==> src/rtl/pci_ram_loader_if.sv <==
// Bundles the dword stream arriving from the PCI side and the RAM write port
// driven towards the 8x64 column-read RAM.
interface pci_ram_loader_if;
    logic        dw_valid;
    logic        dw_ready;
    logic [31:0] dw_data;
    logic [3:0]  dw_be_n;
    logic        dw_last;

    logic        rnw;
    logic [2:0]  wa;
    logic [7:0]  be;
    logic [63:0] di;
    logic        din_valid;

    // The loader: consumes dwords, drives the RAM write port.
    modport slave (
        input  dw_valid, dw_data, dw_be_n, dw_last,
        output dw_ready, rnw, wa, be, di, din_valid
    );

    // The PCI source / RAM observer side.
    modport master (
        output dw_valid, dw_data, dw_be_n, dw_last,
        input  dw_ready, rnw, wa, be, di, din_valid
    );
endinterface

==> src/rtl/pci_ram_loader.sv <==
// Packs a burst of 32-bit dwords into 64-bit rows and writes up to 8 rows into
// the column-read RAM, then holds the RAM in read mode until released.
module pci_ram_loader (
    input  logic                    pci_clk,
    input  logic                    rst_n,
    input  logic                    start_i,
    input  logic                    release_i,
    pci_ram_loader_if.slave         bus,
    output logic                    busy_o,
    output logic                    frame_done_o,
    output logic [3:0]              rows_o,
    output logic [2:0]              state_o
);

    typedef enum logic [2:0] {
        S_IDLE  = 3'd0,
        S_LO    = 3'd1,
        S_HI    = 3'd2,
        S_WRITE = 3'd3,
        S_FULL  = 3'd4
    } state_t;

    state_t      state_q, state_d;
    logic [2:0]  wa_q, wa_d;
    logic [3:0]  rows_q, rows_d;
    logic [7:0]  be_q, be_d;
    logic [63:0] di_q, di_d;
    logic        last_q, last_d;
    logic        rnw_q, din_valid_q, busy_q, frame_done_q;
    logic        dw_ready_c;
    logic        hs;

    // Handshake: a dword transfers on a rising edge where dw_valid and dw_ready
    // are both high; dw_ready depends on state only, never on dw_valid.
    always_comb begin
        dw_ready_c = (state_q == S_LO) || (state_q == S_HI);
        hs         = bus.dw_valid & dw_ready_c;
        state_d    = state_q;
        wa_d       = wa_q;
        rows_d     = rows_q;
        be_d       = be_q;
        di_d       = di_q;
        last_d     = last_q;
        case (state_q)
            S_IDLE: begin
                if (start_i) begin
                    state_d = S_LO;
                    wa_d    = 3'd0;
                    rows_d  = 4'd0;
                end
            end
            S_LO: begin
                if (hs) begin
                    di_d[31:0] = bus.dw_data;
                    be_d[3:0]  = bus.dw_be_n;
                    last_d     = bus.dw_last;
                    if (bus.dw_last) begin
                        // Lone low dword: upper half is written as zero but masked off.
                        be_d[7:4]   = 4'hF;
                        di_d[63:32] = 32'h0;
                        state_d     = S_WRITE;
                    end else begin
                        state_d = S_HI;
                    end
                end
            end
            S_HI: begin
                if (hs) begin
                    di_d[63:32] = bus.dw_data;
                    be_d[7:4]   = bus.dw_be_n;
                    last_d      = bus.dw_last;
                    state_d     = S_WRITE;
                end
            end
            S_WRITE: begin
                rows_d = rows_q + 4'd1;
                if (last_q || (rows_q == 4'd7)) begin
                    state_d = S_FULL;
                end else begin
                    wa_d    = wa_q + 3'd1;
                    state_d = S_LO;
                end
            end
            S_FULL: begin
                if (release_i) begin
                    state_d = S_IDLE;
                end
            end
            default: state_d = S_IDLE;
        endcase
    end

    always_ff @(posedge pci_clk or negedge rst_n) begin
        if (!rst_n) begin
            state_q      <= S_IDLE;
            wa_q         <= 3'd0;
            rows_q       <= 4'd0;
            be_q         <= 8'hFF;
            di_q         <= 64'h0;
            last_q       <= 1'b0;
            rnw_q        <= 1'b0;
            din_valid_q  <= 1'b0;
            busy_q       <= 1'b0;
            frame_done_q <= 1'b0;
        end else begin
            state_q      <= state_d;
            wa_q         <= wa_d;
            rows_q       <= rows_d;
            be_q         <= be_d;
            di_q         <= di_d;
            last_q       <= last_d;
            // Status outputs are registered from the next state so they line up with it.
            rnw_q        <= (state_d == S_LO) || (state_d == S_HI) || (state_d == S_WRITE);
            din_valid_q  <= (state_d == S_WRITE);
            busy_q       <= (state_d != S_IDLE);
            frame_done_q <= (state_d == S_FULL) && (state_q != S_FULL);
        end
    end

    assign bus.dw_ready  = dw_ready_c;
    assign bus.rnw       = rnw_q;
    assign bus.wa        = wa_q;
    assign bus.be        = be_q;
    assign bus.di        = di_q;
    assign bus.din_valid = din_valid_q;
    assign busy_o        = busy_q;
    assign frame_done_o  = frame_done_q;
    assign rows_o        = rows_q;
    assign state_o       = state_q;

endmodule

==> src/flat_wrapper.sv <==
// flat-port wrapper written by rule: the top's interface ports become plain ports
module pci_ram_loader_flat 
  (pci_clk, rst_n, start_i, release_i, busy_o, frame_done_o, rows_o, state_o, bus_dw_valid, bus_dw_data, bus_dw_be_n, bus_dw_last, bus_dw_ready, bus_rnw, bus_wa, bus_be, bus_di, bus_din_valid);
  pci_ram_loader_if bus_i ();
  input  logic pci_clk;
  input  logic rst_n;
  input  logic start_i;
  input  logic release_i;
  output logic busy_o;
  output logic frame_done_o;
  output logic [3:0] rows_o;
  output logic [2:0] state_o;
  input wire logic [$bits(bus_i.dw_valid)-1:0] bus_dw_valid;
  input wire logic [$bits(bus_i.dw_data)-1:0] bus_dw_data;
  input wire logic [$bits(bus_i.dw_be_n)-1:0] bus_dw_be_n;
  input wire logic [$bits(bus_i.dw_last)-1:0] bus_dw_last;
  output wire logic [$bits(bus_i.dw_ready)-1:0] bus_dw_ready;
  output wire logic [$bits(bus_i.rnw)-1:0] bus_rnw;
  output wire logic [$bits(bus_i.wa)-1:0] bus_wa;
  output wire logic [$bits(bus_i.be)-1:0] bus_be;
  output wire logic [$bits(bus_i.di)-1:0] bus_di;
  output wire logic [$bits(bus_i.din_valid)-1:0] bus_din_valid;
  assign bus_i.dw_valid = bus_dw_valid;
  assign bus_i.dw_data = bus_dw_data;
  assign bus_i.dw_be_n = bus_dw_be_n;
  assign bus_i.dw_last = bus_dw_last;
  assign bus_dw_ready = bus_i.dw_ready;
  assign bus_rnw = bus_i.rnw;
  assign bus_wa = bus_i.wa;
  assign bus_be = bus_i.be;
  assign bus_di = bus_i.di;
  assign bus_din_valid = bus_i.din_valid;
  pci_ram_loader u_core (.pci_clk(pci_clk), .rst_n(rst_n), .start_i(start_i), .release_i(release_i), .bus(bus_i), .busy_o(busy_o), .frame_done_o(frame_done_o), .rows_o(rows_o), .state_o(state_o));
endmodule
==> config.mk <==
export PLATFORM = sky130hd
export DESIGN_NAME = pci_ram_loader_flat
export DESIGN_NICKNAME = d
export VERILOG_FILES = /design/src/rtl/pci_ram_loader_if.sv /design/src/rtl/pci_ram_loader.sv /design/src/flat_wrapper.sv
export SDC_FILE = /design/constraint.sdc
export NUM_CORES = 1
export LEC_CHECK = 0
export ABC_AREA = 0
export CAP_MARGIN = 20
export CORE_ASPECT_RATIO = 0.7
export CORE_MARGIN = 2
export CORE_UTILIZATION = 48
export CTS_BUF_LIST = sky130_fd_sc_hd__clkbuf_8 sky130_fd_sc_hd__clkbuf_16
export DETAILED_ROUTE_END_ITERATION = 16
export PLACE_DENSITY_LB_ADDON = 0.12
export SLEW_MARGIN = 20
export SYNTH_ARGS = -nofsm -noshare
export SYNTH_HDL_FRONTEND = slang
export SYNTH_SLANG_ARGS = --single-unit
==> constraint.sdc <==
create_clock -name pci_clk -period 5.2 [get_ports pci_clk]
set_clock_uncertainty 0.05 [all_clocks]
set_input_delay 0.78 -clock pci_clk [delete_from_list [all_inputs] [get_ports pci_clk]]
set_output_delay 0.78 -clock pci_clk [all_outputs]
set_load 0.02 [all_outputs]
After elaboration in Yosys (flattened, before gate mapping)
Index checks and enable logic that the tools add are counted.
Cells by class
  add/subtract/negate cells: 2
  equality and inequality tests: 15
  reduce and logical (&&, ||, !) cells: 15
  mux-type cells: 20
  bitwise operators: 1
Operators with widths (number)
  2-to-1 mux 32 bit: 2
  2-to-1 mux 64 bit: 1
  case mux 32 bit (2 select lines): 1
  2-to-1 mux 3 bit: 7
  case mux 4 bit (2 select lines): 2
  case mux 3 bit (5 select lines): 1
  == test 3 x 2 -> 1 bit (second input constant): 4
  2-to-1 mux 4 bit: 3
  2-to-1 mux 8 bit: 1
  == test 3 x 1 -> 1 bit (second input constant): 2
  == test 3 bit (second input constant): 2
  inequality test 2 bit (second input constant): 3
  case mux 3 bit (2 select lines): 1
  AND reduction 2 bit: 3
  adder 4 x 1 -> 4 bit (second input constant): 1
  == test 4 x 3 -> 1 bit (second input constant): 1
  logical OR 1 bit: 4
  inequality test 2 x 1 -> 1 bit (second input constant): 2
  AND reduction 4 bit: 1
  nonzero test 2 bit: 2
  adder 3 x 1 -> 3 bit (second input constant): 1
  logical NOT 3 bit: 1
  inequality test 3 bit (second input constant): 1
  AND reduction 3 bit: 1
  5 further kinds: 5
Storage, ports and cells
  output and inout port bits: 87
  register bits: 87
  bits of input ports: 42

Longest topological paths before layout
Gate-level depths: netlist of the first run.
  depth after elaboration: 8
  mapped depth: 7
  mapped depth without buffers: 5

Worst setup path after synthesis of the first run
No wires, ideal clock.
  path type: input to register
  from: input start_i
  to: register u_core.di_q[59] (netlist: u_core.bus.di[59])
  data required time: 5.024 ns
  arrival time: 1.990 ns
  library setup time: 0.126 ns
  slack: 3.034 ns
  stages on the path: 6
  cell sequence: or4b_4 > o31ai_4 > a21oi_2 > buf_6 > buf_6 > a221o_1
RTL lines
  start, declared: line flat_wrapper.sv:7  | input logic start_i;
  end signal, assigned: line pci_ram_loader.sv:110  | di_q <= di_d;
  end, declared: line pci_ram_loader.sv:27  | logic [63:0] di_q, di_d;

Worst setup path after layout of the first run
  from: register u_core.state_q[0] (netlist: u_core.state_o[0])
  to: output bus_dw_ready
Between the ends
  longest elaborated chain between the ends: 2
  elaborated cells on any way between the ends: 3
  classes of those cells: eq/ne (2); reduce/logical (1)
Ends and longest elaborated chain
  start, declared: line pci_ram_loader.sv:23  | state_t state_q, state_d;
  start signal, assigned: line pci_ram_loader.sv:106  | state_q <= state_d;
  == test 3 x 1 -> 1 bit or == test 3 x 2 -> 1 bit (tied branches): line pci_ram_loader.sv:36  | dw_ready_c = (state_q == S_LO) || (state_q == S_HI);
  logical OR 1 bit *: line pci_ram_loader.sv:36
  end, declared: line flat_wrapper.sv:17  | output wire logic [$bits(bus_i.dw_ready)-1:0] bus_dw_ready;
Every way passes the cells marked *; elsewhere a longest branch is shown, timed or not.

==> results of run 1 <==
flip-flops by register name (all words and copies together) (netlist names):
register and flops:
u_core.frame_done_o 1, u_core.bus.di 64, u_core.bus.din_valid 1, u_core.state_o 3, u_core.last_q 1, u_core.bus.wa 3
u_core.busy_o 1, u_core.rows_o 4, u_core.bus.be 8, u_core.bus.rnw 1
kinds of logic (layout without fill, tap and decap cells):
| kind of cell | Yosys count | in the layout | share of synthesized area [%] |
|---|---|---|---|
| DFF | 87 | 87 | 60.5 |
| AOI/OAI and AO/OA | 54 | 54 | 13.0 |
| adders and majority gates | 2 | 2 | 0.692 |
| and+or+nand+nor | 64 | 64 | 10.5 |
| buffers and inverters | 24 | 155 | 3.50 |
| muxes | 38 | 38 | 11.8 |
metal layers:
| metal | vias to the layer above | part of all wire [%] | GRT usage (%) |
|---|---|---|---|
| met5 | - | 0 | 0 |
| met4 | 0 | 0.22 | 4.23 |
| met3 | 2 | 7.8 | 7.87 |
| met2 | 89 | 45 | 31.4 |
| met1 | 1331 | 47 | 30.3 |
| li1 | 1235 | - | - |
cells in the mapped netlist:
| cell | count |
|---|---|
| a21oi_2 | 1 |
| inv_1 | 7 |
| buf_6 | 3 |
| o21ai_0 | 6 |
| dfrtp_1 | 79 |
| o31ai_4 | 1 |
| nor3b_1 | 1 |
| a221o_1 | 32 |
| a21oi_1 | 5 |
| nor2_1 | 5 |
| a22o_1 | 1 |
| nor2b_1 | 34 |
| clkbuf_1 | 5 |
| nand3_1 | 1 |
| and2_1 | 1 |
| a211oi_1 | 1 |
| nand4_1 | 1 |
| a2bb2oi_1 | 1 |
| ha_1 | 2 |
| a21o_1 | 1 |
| buf_2 | 8 |
| or4b_4 | 1 |
| or3_1 | 1 |
| nand2b_1 | 3 |
| and3b_1 | 2 |
| buf_4 | 1 |
| mux2i_1 | 1 |
| dfstp_2 | 8 |
| nand2_1 | 9 |
| o22ai_1 | 5 |
| nand3b_2 | 1 |
| or2_2 | 1 |
| nor3_1 | 3 |
| mux2_2 | 37 |
layout make-up:
cell class	instances	area, µm²	area share, %
well taps	98	123	2.35
repair buffers	132	1310	25.2
flip-flops and latches	87	2190	41.9
clock buffers	9	124	2.37
clock inverters	7	114	2.18
multi-input cells	158	1330	25.5
inverters	7	26.3	0.504
final timing paths:
| kind | start | end | slack, ns | depth (start not counted) |
|---|---|---|---|---|
| setup / recovery | u_core.state_o[0] | bus_dw_ready | 2.29 | 3 |
| hold / removal | rst_n | u_core.rows_o[3] | 0.42 | 1 |
| setup reg to reg | u_core.state_o[0] | u_core.bus.di[54] | 3.00 | 4 |
| hold reg to reg | u_core.bus.be[4] | u_core.bus.be[4] | 0.43 | 2 |
| max in group asynchronous | rst_n | u_core.bus.di[61] | 4.13 | 1 |
| min in group pci_clk | u_core.bus.be[4] | u_core.bus.be[4] | 0.43 | 2 |
power groups by stage:
stage	Clock (W)	Combinational, W	Sequential, W
2_1_floorplan	0	0.000928	0.00166
3_3_place_gp	0	0.00215	0.00129
3_5_place_dp	0	0.00220	0.00130
4_1_cts	0.000562	0.00220	0.00130
5_1_grt	0.000599	0.00233	0.00135
6_report	0.000551	0.00218	0.00130
through the flow:
| step | power (W) | utilization [%] |
|---|---|---|
| global route | 0.00427 | 71.6 |
| floorplan | 0.00259 | - |
| detailed placement | 0.00350 | 68.3 |
| global placement | 0.00343 | 68.3 |
| finish | 0.00403 | 71.6 |
| CTS | 0.00406 | 71.5 |
==> metrics.cfg, run 1 <==
[timing]
post-route-period-util_pct=56.0
layout_min_cycle_time_ns=2.91
whs_ns=0.416
setup_viol=0
worstMarginPinSlew_ns=1.03
fmaxAchievable_ghz=0.343
final.setup.tns_ns=0
slew_violations=0
slew_headroom_pct=31.3
hold_viol=0
rsz0062_at_grt=false
worst_slack_ns=2.29

[job]
cap_violations=0

[layout]
area_delta_synth_final_pct=44.4
drive_gt1_share_pct=18.0
fin_area_mm2=0.00522
layout_commonest_cell=clkdlybuf4s50_1
finalNonFillerCells=498
final_cell_mix=clkdlybuf4s50_1, dfrtp_1, mux2_2, nor2b_1, a221o_1
filler_cell_count=533
num-nets-final=439
diodes=0

[critical_path]
crit_path_end_kind=output port
critPathRequiredTime_ns=4.37
slowest_stage=clkdlybuf4s50_1
worstPathMaxFanout=13
cp_cell_sequence=nand2b_1 -> a21oi_1 -> clkdlybuf4s50_1
critPathBufInv=1
startpoint_type=register
crit_type=reg -> out
arrival_ns=2.08
path_delay_family=buffers and inverters
slowest_delay_ns=0.67

[route]
via_per_inst=5.34
wirelength_um=8480
drc=0
dr.pass1.iters=4
num_vias=2657
wl_per_cell_um=17.0
drt-initial-drc-count=106
antenna_left=0

[die]
core_area_mm2=0.00729
start_util_pct=49.6
io_pins=129
die_area_mm2=0.00825
die_width_um=108
die_height_um=76.6
rows=26

[placed_design]
dpl.hpwl_um=5720
gp_congestion=0.705
dpl-instance-area_mm2=0.00497
port_buffers=128
place_ws_ns=2.34
numPlacedInstances=482

[grt]
grt.total_usage_pct=21.3
grt_max_degree=88
grt_pass1_wl_um=13800
antenna_found_initial=0
grt.overflow.total=0
grt_pass1_vias=2655

[outcome]
status=finished clean

[logic_synthesis]
ys_ff_latch=87
synth_top_area_share_pct=54.7
syn_inst=269
ys_seq_area_share_pct=60.5
synthTopCellsByArea=dfrtp_1, mux2_2, a221o_1
netlist_area_mm2=0.00361
yosysTopAreaCell=dfrtp_1
synthDistinctLibCells=34
yosys_warnings=0
synth_nets=313
syn_avg_cell_area_um2=13.4

[clocking]
cts_sinks=87
cts_root_buf=clkbuf_8
holdBufCountCts=0
cts-htree-levels=3
cts_tree=done
cts_buffers=9
post_cts_resize_count=0
worstSkewPairLatency_ns=0.34
path_clk_slew_ns=0.08
post-cts-setup-buffer-count=0
clockBufferDepth=2

[pwr]
pwr-share-seq_pct=32.3
power_density_mw_per_mm2=772
p_sw_share_pct=38.3
pwr-share-clk_pct=13.7
p_leak_nw=2.15
vdd_ir_drop_max_mv=0.408
p_int_w=0.00248
combPwrFrac_pct=54.0
switchingPower_w=0.00154

[hold_path]
min_path_type=in -> async

No activity file was read; power rests on OpenSTA's default activity.
==> run 2, diff against run 1 <==
--- a/config.mk
+++ b/config.mk
@@ -9,7 +9,7 @@
 export CAP_MARGIN = 20
 export CORE_ASPECT_RATIO = 0.7
 export CORE_MARGIN = 2
-export CORE_UTILIZATION = 48
+export CORE_UTILIZATION = 40
 export CTS_BUF_LIST = sky130_fd_sc_hd__clkbuf_8 sky130_fd_sc_hd__clkbuf_16
 export DETAILED_ROUTE_END_ITERATION = 16
 export PLACE_DENSITY_LB_ADDON = 0.12
==> constraint.sdc (replaced) <==
create_clock -name pci_clk -period 2.5 [get_ports pci_clk]
set_clock_uncertainty 0.05 [all_clocks]
set_input_delay 0.375 -clock pci_clk [delete_from_list [all_inputs] [get_ports pci_clk]]
set_output_delay 0.375 -clock pci_clk [all_outputs]
set_load 0.02 [all_outputs]
==> metrics.cfg, run 2 (synthesized netlist as in run 1, its figures left out) <==
[outcome]
status=finished clean

[timing]
setup_viol=0  ; unchanged
slew_headroom_pct=65.1  ; +34 points
worstMarginPinSlew_ns=0.524  ; -0.504 ns
slew_violations=0  ; unchanged
final.setup.tns_ns=0  ; unchanged
rsz0062_at_grt=false
hold_viol=0  ; unchanged
whs_ns=0.428  ; +0.0126 ns
post-route-period-util_pct=94.7
fmaxAchievable_ghz=0.422
worst_slack_ns=0.132  ; -2.16 ns
layout_min_cycle_time_ns=2.37

[route]
drc=0  ; unchanged
antenna_left=0  ; unchanged
wl_per_cell_um=17.2  ; +0.79%
wirelength_um=8980  ; +5.8%
dr.pass1.iters=4  ; unchanged
drt-initial-drc-count=129  ; +22%
via_per_inst=5.11  ; -4.2%
num_vias=2672  ; +0.56%

[layout]
post-route-util_pct=62.8  ; -8.8 points
final_cell_mix=clkdlybuf4s50_1, dfrtp_1, mux2_2, nor2b_1, a221o_1
area_delta_synth_final_pct=49.8
layout_commonest_cell=clkdlybuf4s50_1
drive_gt1_share_pct=18.9  ; +0.86 points
num-nets-final=442  ; +0.68%
diodes=0  ; unchanged
largest_reg_flops=64  ; unchanged
fin_area_mm2=0.00541  ; +3.8%
filler_cell_count=713  ; +34%

[die]
die_height_um=83.5  ; +9.0%
start_util_pct=41.9  ; -7.7 points
die_width_um=118  ; +9.2%
io_pins=129  ; unchanged
rows=28  ; +7.7%
die_area_mm2=0.00982  ; +19%
core_area_mm2=0.00862  ; +18%

[pwr]
p_leak_nw=2.22  ; +3.2%
vdd_ir_drop_max_mv=0.852  ; +110%
power_density_mw_per_mm2=1640  ; +110%

[grt]
grt.total_usage_pct=19.1  ; -2.2 points
met2_usage_pct=25.4  ; -6.1 points
grt.overflow.total=0  ; unchanged
use_met3_pct=8.40  ; +0.53 points
grt_max_degree=50  ; -43%
grt_pass1_wl_um=14800  ; +6.9%
antenna_found_initial=0  ; unchanged
met1_usage_pct=27.5  ; -2.8 points
grt_pass1_vias=2651  ; -0.15%
top_usage_layer=met1

[clocking]
cts_buffers=9  ; unchanged
clockBufferDepth=2  ; unchanged
cts_root_buf=clkbuf_16
path_clk_slew_ns=0.06  ; -0.02 ns
cts_sinks=87  ; unchanged
cts_tree=done
post-cts-setup-buffer-count=0  ; unchanged
worstSkewPairLatency_ns=0.33  ; about the same
cts-htree-levels=3  ; unchanged

[placed_design]
gp_congestion=0.720  ; +2.2%
dpl-instance-area_mm2=0.00505  ; +1.6%
dpl.hpwl_um=6090  ; +6.6%
place_ws_ns=0.240  ; -2.10 ns
port_buffers=128  ; unchanged

[critical_path]
crit_path_end_kind=output port
arrival_ns=1.94  ; -0.14 ns
worstPathMaxFanout=13  ; unchanged
slowest_delay_ns=0.66  ; about the same
cp_cell_sequence=nand2b_1 -> a21oi_1 -> clkdlybuf4s50_1
slowest_stage=clkdlybuf4s50_1
startpoint_type=register
crit_type=reg -> out
critPathRequiredTime_ns=2.08  ; -2.29 ns

[job]
cap_violations=0  ; unchanged

[hold_path]
min_path_type=reg -> reg

[run 2: cell count changes in the layout (fill, tap and decap cells not counted), sizes merged]
cell         change
buf              +2
clkbuf           +1
clkinv           -1
clkinvlp         +1
dlygate4sd3      +1
inv              -1
[run 2: final cells by class]
cell class,instances,area [µm²],area share (%)
Clock buffer,10,239,4.41
Clock inverter,6,109,2.01
Inverter,7,26.3,0.485
Multi-Input combinational cell,158,1330,24.6
Sequential cell,87,2190,40.4
Tap cell,120,150,2.77
Timing Repair Buffer,135,1370,25.3
[run 2: layer usage]
metal	share of wire [%]	wire [µm]	vias up
met1	49	4360	1338
met4	0.59	53	0
met3	8.5	760	4
met5	0	0	-
li1	-	-	1237
met2	42	3810	93
[run 2: worst paths after layout]
| path | startpoint | to | slack, ns | cells after the start |
|---|---|---|---|---|
| worst max-delay path | u_core.state_o[0] | bus_dw_ready | 0.13 | 3 |
| min in group asynchronous | rst_n | u_core.bus.di[6] | 0.51 | 2 |
| max in group asynchronous | rst_n | u_core.bus.be[7] | 1.18 | 3 |
| worst min-delay path | u_core.bus.be[5] | u_core.bus.be[5] | 0.43 | 2 |
| worst max register to register | u_core.state_o[2] | u_core.bus.di[63] | 0.42 | 5 |
| worst min register to register | u_core.bus.be[5] | u_core.bus.be[5] | 0.43 | 2 |
[run 2: timing repair]
action / 4_1_cts / 5_1_grt
resized for setup: 0 / 1
endpoints found under the hold margin: 38 / 0
setup endpoints to repair: 0 / 1
hold buffers: 1 / 0
[run 2: stage by stage]
step                      cells  power, W
after floorplan             269   0.00539
after global placement      506   0.00730
after detailed placement    506   0.00742
after CTS                   523   0.00899
after global routing        523   0.00942
final                       523   0.00890
[run 2: critical path: cells and delay by family (launching register included)]
kind                   cells  cell delay (ns)
buffers and inverters      1             0.66
DFF                        1             0.50
and+or+nand+nor            1             0.18
AOI/OAI and AO/OA          1             0.26
[run 2: power breakdown]
part           internal [W]  leakage [nW]  total, W  switching [W]
Clock              0.000999         0.166   0.00153       0.000533
Combinational       0.00242          1.04   0.00465        0.00223
Sequential          0.00219          1.02   0.00272       0.000531
